<file path="config.mk">
export PLATFORM = sky130hd
export DESIGN_NAME = add_share_arbiter
export DESIGN_NICKNAME = d
export VERILOG_FILES = /design/src/rtl/add_share_arbiter.sv
export SDC_FILE = /design/constraint.sdc
export NUM_CORES = 1
export LEC_CHECK = 0
export CORE_MARGIN = 4
export CORE_UTILIZATION = 40
export DETAILED_ROUTE_END_ITERATION = 10
export PLACE_DENSITY_LB_ADDON = 0.08
export SETUP_SLACK_MARGIN = 0.3
export SLEW_MARGIN = 20
export SYNTH_ARGS = -nofsm -noshare
export SYNTH_HDL_FRONTEND = slang
export SYNTH_SLANG_ARGS = --single-unit
</file>
<file path="constraint.sdc">
create_clock -name clock -period 11.9 [get_ports clock]
set_clock_uncertainty 0.05 [all_clocks]
set_input_delay 2.38 -clock clock [delete_from_list [all_inputs] [get_ports clock]]
set_output_delay 2.38 -clock clock [all_outputs]
set_load 0.005 [all_outputs]
</file>
<file path="src/rtl/add_share_arbiter.sv">
// add_share_arbiter: one WIDTH-bit adder shared round-robin between NUM_REQ
// requesters. The winning operands are summed and captured together with the
// winner's index in a single-entry output register that has valid/ready
// backpressure.
module add_share_arbiter #(
  parameter int WIDTH = 8,
  parameter int NUM_REQ = 4,
  localparam int ID_WIDTH = (NUM_REQ > 1) ? $clog2(NUM_REQ) : 1
) (
  input  logic                       clock,
  input  logic                       resetn,
  input  logic [NUM_REQ-1:0]         req_valid,
  output logic [NUM_REQ-1:0]         req_ready,
  input  logic [NUM_REQ*WIDTH-1:0]   req_a,
  input  logic [NUM_REQ*WIDTH-1:0]   req_b,
  output logic                       out_valid,
  input  logic                       out_ready,
  output logic [WIDTH-1:0]           out_sum,
  output logic [ID_WIDTH-1:0]        out_id
);

  // Output-stage occupancy; FULL is exactly "out_valid is high".
  localparam logic STATE_EMPTY = 1'b0;
  localparam logic STATE_FULL  = 1'b1;

  logic                state_q, state_d;
  logic [WIDTH-1:0]    out_sum_q, out_sum_d;
  logic [ID_WIDTH-1:0] out_id_q, out_id_d;
  logic [ID_WIDTH-1:0] last_grant_q, last_grant_d;

  logic                acc_en;
  logic                transfer;
  logic [NUM_REQ-1:0]  grant;
  logic [ID_WIDTH-1:0] grant_id;
  logic                grant_found;
  int                  scan_idx;
  logic [ID_WIDTH-1:0] scan_sel;

  logic [WIDTH-1:0]    a_arr [NUM_REQ];
  logic [WIDTH-1:0]    b_arr [NUM_REQ];
  logic [WIDTH-1:0]    a_sel;
  logic [WIDTH-1:0]    b_sel;
  logic [WIDTH-1:0]    sum_val;

  // Unpack the flat operand buses into per-requester lanes.
  for (genvar gi = 0; gi < NUM_REQ; gi++) begin : g_unpack
    assign a_arr[gi] = req_a[gi*WIDTH +: WIDTH];
    assign b_arr[gi] = req_b[gi*WIDTH +: WIDTH];
  end

  // The output register can take a new result when it is empty or being
  // drained this cycle. Held low in reset so no requester sees a handshake
  // that the register would not capture.
  assign acc_en   = resetn & ((state_q == STATE_EMPTY) | out_ready);
  assign transfer = grant_found & acc_en;

  // Round-robin pick: scan from the requester after the last winner, wrapping.
  always_comb begin
    grant       = '0;
    grant_id    = '0;
    grant_found = 1'b0;
    scan_idx    = 0;
    scan_sel    = '0;
    for (int k = 1; k <= NUM_REQ; k++) begin
      scan_idx = int'(last_grant_q) + k;
      if (scan_idx >= NUM_REQ) begin
        scan_idx = scan_idx - NUM_REQ;
      end
      scan_sel = ID_WIDTH'(scan_idx);
      if (!grant_found && req_valid[scan_sel]) begin
        grant[scan_sel] = 1'b1;
        grant_id        = scan_sel;
        grant_found     = 1'b1;
      end
    end
  end

  // The single shared adder, fed from the winner's lane; carry-out dropped.
  always_comb begin
    a_sel   = a_arr[grant_id];
    b_sel   = b_arr[grant_id];
    sum_val = a_sel + b_sel;
  end

  // Next-state for the output stage and the priority pointer.
  always_comb begin
    state_d      = state_q;
    out_sum_d    = out_sum_q;
    out_id_d     = out_id_q;
    last_grant_d = last_grant_q;
    if (transfer) begin
      state_d      = STATE_FULL;
      out_sum_d    = sum_val;
      out_id_d     = grant_id;
      last_grant_d = grant_id;
    end else if ((state_q == STATE_FULL) && out_ready) begin
      state_d = STATE_EMPTY;
    end
  end

  // State registers; reset points the pointer at the last requester so
  // requester 0 wins first.
  always_ff @(posedge clock or negedge resetn) begin
    if (!resetn) begin
      state_q      <= STATE_EMPTY;
      out_sum_q    <= '0;
      out_id_q     <= '0;
      last_grant_q <= ID_WIDTH'(NUM_REQ - 1);
    end else begin
      state_q      <= state_d;
      out_sum_q    <= out_sum_d;
      out_id_q     <= out_id_d;
      last_grant_q <= last_grant_d;
    end
  end

  assign req_ready = grant & {NUM_REQ{acc_en}};
  assign out_valid = (state_q == STATE_FULL);
  assign out_sum   = out_sum_q;
  assign out_id    = out_id_q;

endmodule

</file>
# Word-level counts from Yosys, hierarchy flattened

Cells that the tools add are included.

Add/sub/neg operators: 9
Magnitude comparators: 13
Muxes and demuxes: 40
Bitwise operators: 9
Reductions and logical operators: 12

Operators with widths:

| operator            | count |
|---|---|
| $bmux 8 s2          | 2 |
| $mux 8              | 4 |
| $mux 2              | 8 |
| $mux 4              | 4 |
| $mux 1              | 14 |
| $ge 3x3->1 const B  | 4 |
| $lt 2x3->1 const B  | 4 |
| $or 4x4->4          | 3 |
| $add 8x8->8         | 1 |
| $bmux 1 s2          | 4 |
| $demux 1 s2         | 4 |
| $ge 2x1->1 const B  | 4 |
| $logic_and 1x1->1   | 8 |
| $sub 2x1->2 const B | 4 |
| $add 2x2->3 const B | 2 |
| $add 2x3->4 const B | 1 |
| $and 4x4->4         | 1 |
| $ge 4x3->1 const B  | 1 |
| $add 2x1->3 const B | 1 |
| $logic_not 1->1     | 3 |
| $not 2->3           | 1 |
| $and 1x1->1         | 2 |
| $reduce_bool 2->1   | 1 |
| $not 1->1           | 1 |
| $or 1x1->1          | 1 |

Register bits after elaboration: 13
Output and inout bits: 15
Logic and storage cells: 87

# Longest topological paths before layout

Gate-level depths: netlist of the first run.

Depth in word-level cells: 20
Gate-level depth with buffers: 23
Mapped depth without buffers: 19

# Least setup slack after synthesis of the first run

No wires, ideal clock.

Kind: input-to-output
Start: input req_valid[1]
End: output req_ready[0]
Arrival: 3573 ps
Data required time: 9470 ps
Slack: 5897 ps
Stages on the path: 5
Cells stage by stage: mux4_2 nor2_1 and2_1 a221oi_1 nor2_1

Word-level cells in the longest chain between the ends: 13
Elaborated cells on any way between the ends: 25

RTL lines:

| item                         | RTL line | RTL |
|---|---|---|
| start, declared              | 12       | `input logic [NUM_REQ-1:0] req_valid,` |
| $bmux 1 s2                   | 70       | `if (!grant_found && req_valid[scan_sel]) begin` |
| $mux 1 (implied by the code) | 70       |  |
| $mux 1                       | 70       |  |
| $logic_not 1->1              | 70       |  |
| $logic_and 1x1->1            | 70       |  |
| $mux 1                       | 70       |  |
| $logic_not 1->1              | 70       |  |
| $logic_and 1x1->1            | 70       |  |
| $mux 1                       | 70       |  |
| $logic_not 1->1              | 70       |  |
| $logic_and 1x1->1            | 70       |  |
| $mux 4 *                     | 70       |  |
| $and 4x4->4 *                | 117      | `assign req_ready = grant & {NUM_REQ{acc_en}};` |
| end, declared                | 13       | `output logic [NUM_REQ-1:0] req_ready,` |

Mark *: on every way between the ends. The rest lies on a longest branch, timed or not. The select of a mux whose other input is x is not followed.

# Worst setup path after layout of the first run

Start: input req_valid[2]
End: output req_ready[0]

Same word-level chain as after synthesis.

==> flow_summary.json, run 1 <==
{
  "hpwl_um": 3580,
  "cts.sinks": 13,
  "yosys.cell_types.count": 41,
  "areaGrowthSynthToFinish_pct": 50.4,
  "wl_per_cell_um": 13.4,
  "status": "finished clean",
  "synthCells": 197,
  "leakage_nw": 1.11,
  "placed_cells": 321,
  "hp-start": "out_sum[3]$_DFFE_PN0P_",
  "syn_area_per_cell_um2": 8.93,
  "antenna_found_initial": 0,
  "fillers": 372,
  "slew_headroom": 0.392,
  "fmax_mhz": 133,
  "synthFlopType": "dfrtp_1",
  "seq_area_frac_synth": 0.186,
  "antenna_left": 0,
  "synthArstFlopShare": 1.00,
  "holdPathEnd": "out_sum[3]$_DFFE_PN0P_",
  "drt_iter0_drc": 73,
  "post_cts_resized": 0,
  "setup_tns_ps": 0,
  "post_cts_buffers": 0,
  "dr.pass1.iters": 4,
  "path_class": "input port to primary output",
  "r2r_cells": 20,
  "numCtsBuffers": 3,
  "min_period_ps": 7510,
  "ios": 86,
  "die-area_um2": 5520,
  "cts_hold_buffers": 0,
  "maxCapViolations": 0,
  "ys_warn_count": 0,
  "track_usage": 0.157,
  "reg2reg_from": "last_grant_q[0]$_DFFE_PN1P_",
  "fin_cells": 325,
  "crit_fanout": 11,
  "final_util": 0.643,
  "period_share": 0.631,
  "row_count": 23,
  "fin_nets": 361,
  "clk_pin_slew_ps": 50,
  "grt.overflow.total": 0,
  "gp_congestion": 0.889,
  "rsz0062_at_grt": "false",
  "grt_pass1_wl_um": 6870,
  "power.density_nw_per_um2": 376,
  "synth_edf_count": 0,
  "die_w_um": 74.3,
  "clock_latency_ps": 240,
  "routed_wl_um": 4360,
  "initial_core_util": 0.427,
  "drc": 0,
  "finalSetupViolCount": 0,
  "seq_area_um2": 328,
  "root_buffer": "clkbuf_8",
  "whs_path_depth": 1,
  "endpoint_kind": "primary output",
  "cts_tree": "built",
  "htree_levels": 1,
  "port_buffers": 85,
  "cts_buffer_depth": 2,
  "arrival_ps": 5080,
  "ys_ff_latch": 13,
  "num_antenna_cells": 0,
  "syn-cell-area_um2": 1760,
  "core_area_um2": 4120,
  "multi_input_area_um2": 1310,
  "critical_path_required_ps": 9470,
  "vias_per_cell": 5.14,
  "startpoint_type": "input port",
  "grt_max_degree": 43,
  "r2r_setup_slack_ps": 6610,
  "num_vias": 1672,
  "grt_pass1_vias": 1554,
  "maxSlewViolCount": 0,
  "hold_path_class": "flop to flop",
  "r2r-end": "out_sum[6]$_DFFE_PN0P_",
  "hold_viol": 0,
  "drive_gt1_frac": 0.0909,
  "die_y_um": 74.3,
  "ir_drop_mv": 0.166,
  "synthesis.nets": 282,
  "worst_pin_slew_ps": 887
}
## worst max-delay path: stages
cell,delay (ps)
clkdlybuf4s50_1,580
mux2i_1,130
mux2i_1,680
nor2_1,240
and2_1,250
a221oi_1,280
nor2_1,70
clkdlybuf4s50_1,450
## worst max path at each step
stage / start / to / slack [ps] / depth (start not counted)
2_1_floorplan: req_valid[1] / req_ready[0] / 5900 / 5
3_3_place_gp: req_valid[3] / req_ready[3] / 4610 / 8
3_5_place_dp: req_valid[2] / req_ready[0] / 4500 / 8
4_1_cts: req_valid[2] / req_ready[0] / 4500 / 8
5_1_grt: req_valid[3] / req_ready[0] / 4130 / 8
6_report: req_valid[2] / req_ready[0] / 4390 / 8
## area by class of cell
cell class	count	share of cell area
Clock buffer	3	0.0156
Clock inverter	1	0.00189
Inverter	10	0.0142
Multi-Input combinational cell	162	0.496
Sequential cell	13	0.124
Tap cell	50	0.0237
Timing Repair Buffer	86	0.325
## state kept, by name (all words and copies together) (netlist names)
register / cells
out_valid: 1
last_grant_q: 2
out_id: 2
out_sum: 8
## cell families (layout without fill, tap and decap cells)
| family | count (synthesis) | count (layout) | synth area share |
|---|---|---|---|
| AO/OA/AOI/OAI | 60 | 60 | 0.240 |
| XOR/XNOR | 10 | 10 | 0.0498 |
| adder cells (fa/ha/maj) | 14 | 14 | 0.104 |
| buffers and inverters | 22 | 100 | 0.0697 |
| flip-flops | 13 | 13 | 0.186 |
| multiplexers | 33 | 33 | 0.215 |
| AND/OR/NAND/NOR | 45 | 45 | 0.135 |
## synthesized netlist by cell type, types with 2 or more instances
cell / n / area, µm²
o21ai_0: 4 / 20.0
nor2b_1: 13 / 81.3
xnor2_1: 6 / 52.6
mux2_2: 8 / 90.1
nand2b_1: 2 / 12.5
buf_6: 3 / 33.8
nand2_1: 6 / 22.5
a21o_1: 3 / 22.5
inv_1: 10 / 37.5
nor2_1: 16 / 60.1
xor2_1: 4 / 35.0
a21oi_1: 21 / 105
a211oi_1: 12 / 90.1
a22oi_1: 4 / 30.0
buf_2: 5 / 25.0
dfrtp_1: 11 / 275
ha_1: 13 / 163
buf_4: 3 / 22.5
mux2i_1: 22 / 220
o21bai_1: 3 / 22.5
mux4_2: 3 / 67.6
dfstp_2: 2 / 52.6
a221oi_1: 4 / 35.0
nand3_1: 2 / 10.0
## metrics by stage
stage	hold slack, ps	setup slack (ps)	cell area [µm²]	total power [W]
2_1_floorplan	421	5900	1760	0.000790
3_3_place_gp	419	4610	2590	0.000947
3_5_place_dp	448	4500	2590	0.000957
4_1_cts	461	4500	2640	0.00100
5_1_grt	481	4130	2650	0.00111
6_report	457	4390	2650	0.000994
## where the power goes
part | leakage, nW | internal (W) | switching, W | total (W)
Combinational | 0.930 | 0.000423 | 0.000435 | 0.000857
Clock | 0.0255 | 0.0000231 | 0.0000154 | 0.0000384
Sequential | 0.150 | 0.0000743 | 0.0000243 | 0.0000986
Total | 1.11 | 0.000520 | 0.000474 | 0.000994
## layer usage
metal	vias up	GRT usage	wire length, µm	share of wire
li1	878	-	-	-
met1	729	0.214	1970	0.45
met2	63	0.250	1940	0.45
met3	2	0.0351	430	0.099
met4	0	0.0435	14	0.0032
met5	-	0	0	0
## cells in the final DEF (no fill, tap or decap), types with 2 or more instances in the layout
master	netlist	routed
nand3_1	2	2
a221oi_1	4	4
mux2_2	8	8
xnor2_1	6	6
xor2_1	4	4
nor2b_1	13	13
a22oi_1	4	4
nor2_1	16	16
ha_1	13	13
mux4_2	3	3
nand2b_1	2	2
inv_1	10	10
o21ai_0	4	4
mux2i_1	22	22
clkdlybuf4s50_1	0	85
a21o_1	3	3
dfstp_2	2	2
nand2_1	6	6
o21bai_1	3	3
a211oi_1	12	12
a21oi_1	21	20
dfrtp_1	11	11
clkbuf_8	0	3
(Power assumes the default switching activity.)
==> run 2, diff against run 1 <==
==> constraint.sdc (replaced) <==
create_clock -name clock -period 7 [get_ports clock]
set_clock_uncertainty 0.05 [all_clocks]
set_input_delay 1.4 -clock clock [delete_from_list [all_inputs] [get_ports clock]]
set_output_delay 1.4 -clock clock [all_outputs]
set_load 0.005 [all_outputs]
==> flow_summary.json, run 2 (same netlist as run 1, synthesis figures left out) <==
{
  "r2r_cells": 17,
  "fillers": 390,
  "numCtsBuffers": 3,
  "period_share": 0.751,
  "leakage_nw": 1.11,
  "arrival_ps": 3800,
  "cts_buffer_depth": 2,
  "clk_pin_slew_ps": 50,
  "status": "finished clean",
  "post_cts_resized": 0,
  "drt_iter0_drc": 54,
  "holdPathEnd": "out_sum[1]$_DFFE_PN0P_",
  "cts_tree": "built",
  "whs_path_depth": 2,
  "maxSlewViolCount": 0,
  "grt_max_degree": 31,
  "r2r-end": "out_sum[6]$_DFFE_PN0P_",
  "fmax_mhz": 190,
  "maxCapViolations": 0,
  "setup_tns_ps": 0,
  "die_y_um": 74.3,
  "antenna_left": 0,
  "fin_nets": 362,
  "worst_pin_slew_ps": 657,
  "gp_congestion": 0.782,
  "rsz0062_at_grt": "false",
  "whs_ps": 436,
  "critical_path_required_ps": 5550,
  "crit_buf_inv": 2,
  "drive_gt1_frac": 0.0942,
  "startpoint_type": "input port",
  "r2r_setup_slack_ps": 1960,
  "p_total_w": 0.00168,
  "post_cts_buffers": 0,
  "cts_hold_buffers": 0,
  "worstPathCellList": "clkdlybuf4s50_1 -> mux4_2 -> nor2_1 -> and2_1 -> a221oi_1 -> nor2_1 -> clkdlybuf4s50_1",
  "finalSetupViolCount": 0,
  "die-area_um2": 5520,
  "final_util": 0.645,
  "num_vias": 1674,
  "power.density_nw_per_um2": 635,
  "endpoint_kind": "primary output",
  "routed_wl_um": 4300,
  "vias_per_cell": 5.13,
  "path_class": "input port to primary output",
  "track_usage": 0.155,
  "grt_pass1_vias": 1658,
  "drc": 0,
  "ir_drop_mv": 0.284,
  "grt_pass1_wl_um": 7000,
  "hpwl_um": 3700,
  "dr.pass1.iters": 4,
  "critical-path-slowest-cell": "mux4_2",
  "root_buffer": "clkbuf_8",
  "hold_path_class": "flop to flop",
  "num_antenna_cells": 0,
  "die_w_um": 74.3,
  "antenna_found_initial": 0,
  "port_buffers": 85,
  "grt.overflow.total": 0,
  "hp-start": "out_sum[1]$_DFFE_PN0P_",
  "cts.sinks": 13,
  "final_common_cell": "clkdlybuf4s50_1",
  "clock_latency_ps": 240,
  "htree_levels": 1,
  "hold_viol": 0,
  "ios": 86,
  "core_area_um2": 4120,
  "crit_fanout": 7,
  "slowest_delay_ps": 610,
  "slew_headroom": 0.562,
  "min_period_ps": 5250,
  "wl_per_cell_um": 13.2,
  "areaGrowthSynthToFinish_pct": 50.8,
  "largest_reg_flops": 8,
  "reg2reg_from": "last_grant_q[0]$_DFFE_PN1P_",
  "initial_core_util": 0.427,
  "row_count": 23,
  "final_cell_mix": "clkdlybuf4s50_1 (85), mux2i_1 (22), a21oi_1 (20)",
  "cp_top_family": "buffers and inverters"
}
run 2: how the worst max path moves through the flow:
stage               cells after the start         start                     end
global route                           16  req_valid[0]  out_sum[6]$_DFFE_PN0P_
floorplan                              17  req_valid[1]  out_sum[6]$_DFFE_PN0P_
CTS                                    16  req_valid[2]  out_sum[6]$_DFFE_PN0P_
finish                                  7  req_valid[2]            req_ready[0]
global placement                       16  req_valid[3]  out_sum[6]$_DFFE_PN0P_
detailed placement                     16  req_valid[2]  out_sum[6]$_DFFE_PN0P_
run 2: report_power, final:
group          switching, W  internal [W]  leakage (nW)
registers         0.0000412      0.000126         0.150
clock network     0.0000252     0.0000392        0.0255
logic              0.000727      0.000725         0.935
total              0.000793      0.000891          1.11
run 2: cell type report:
type                            instances  area (µm²)  area share
Sequential cell                        13         328       0.124
Clock buffer                            3        41.3      0.0156
Inverter                               10        37.5      0.0142
Timing Repair Buffer                   87         866       0.326
Clock inverter                          1        5.00     0.00189
Multi-Input combinational cell        162        1310       0.495
Tap cell                               50        62.6      0.0236
run 2: tightest hold or removal path, delay by kind of cell (launching register included):
| family | cells | cell delay (ps) |
|---|---|---|
| AOI/OAI and AO/OA | 1 | 60 |
| DFF | 1 | 340 |
| and+or+nand+nor | 1 | 50 |
run 2: per-stage QoR:
stage	worst slack, ps	std cells	area [µm²]
3_5_place_dp	1530	322	2600
3_3_place_gp	1600	322	2600
4_1_cts	1780	326	2650
6_report	1750	326	2650
5_1_grt	1380	326	2650
2_1_floorplan	2530	197	1760
run 2: routing by layer:
metal / global-route usage / routed length (µm) / vias to the layer above
met5: 0 / 0 / -
met3: 0.0324 / 408 / 0
met1: 0.229 / 2000 / 725
met2: 0.231 / 1890 / 72
met4: 0.0356 / 0 / 0
li1: - / - / 877
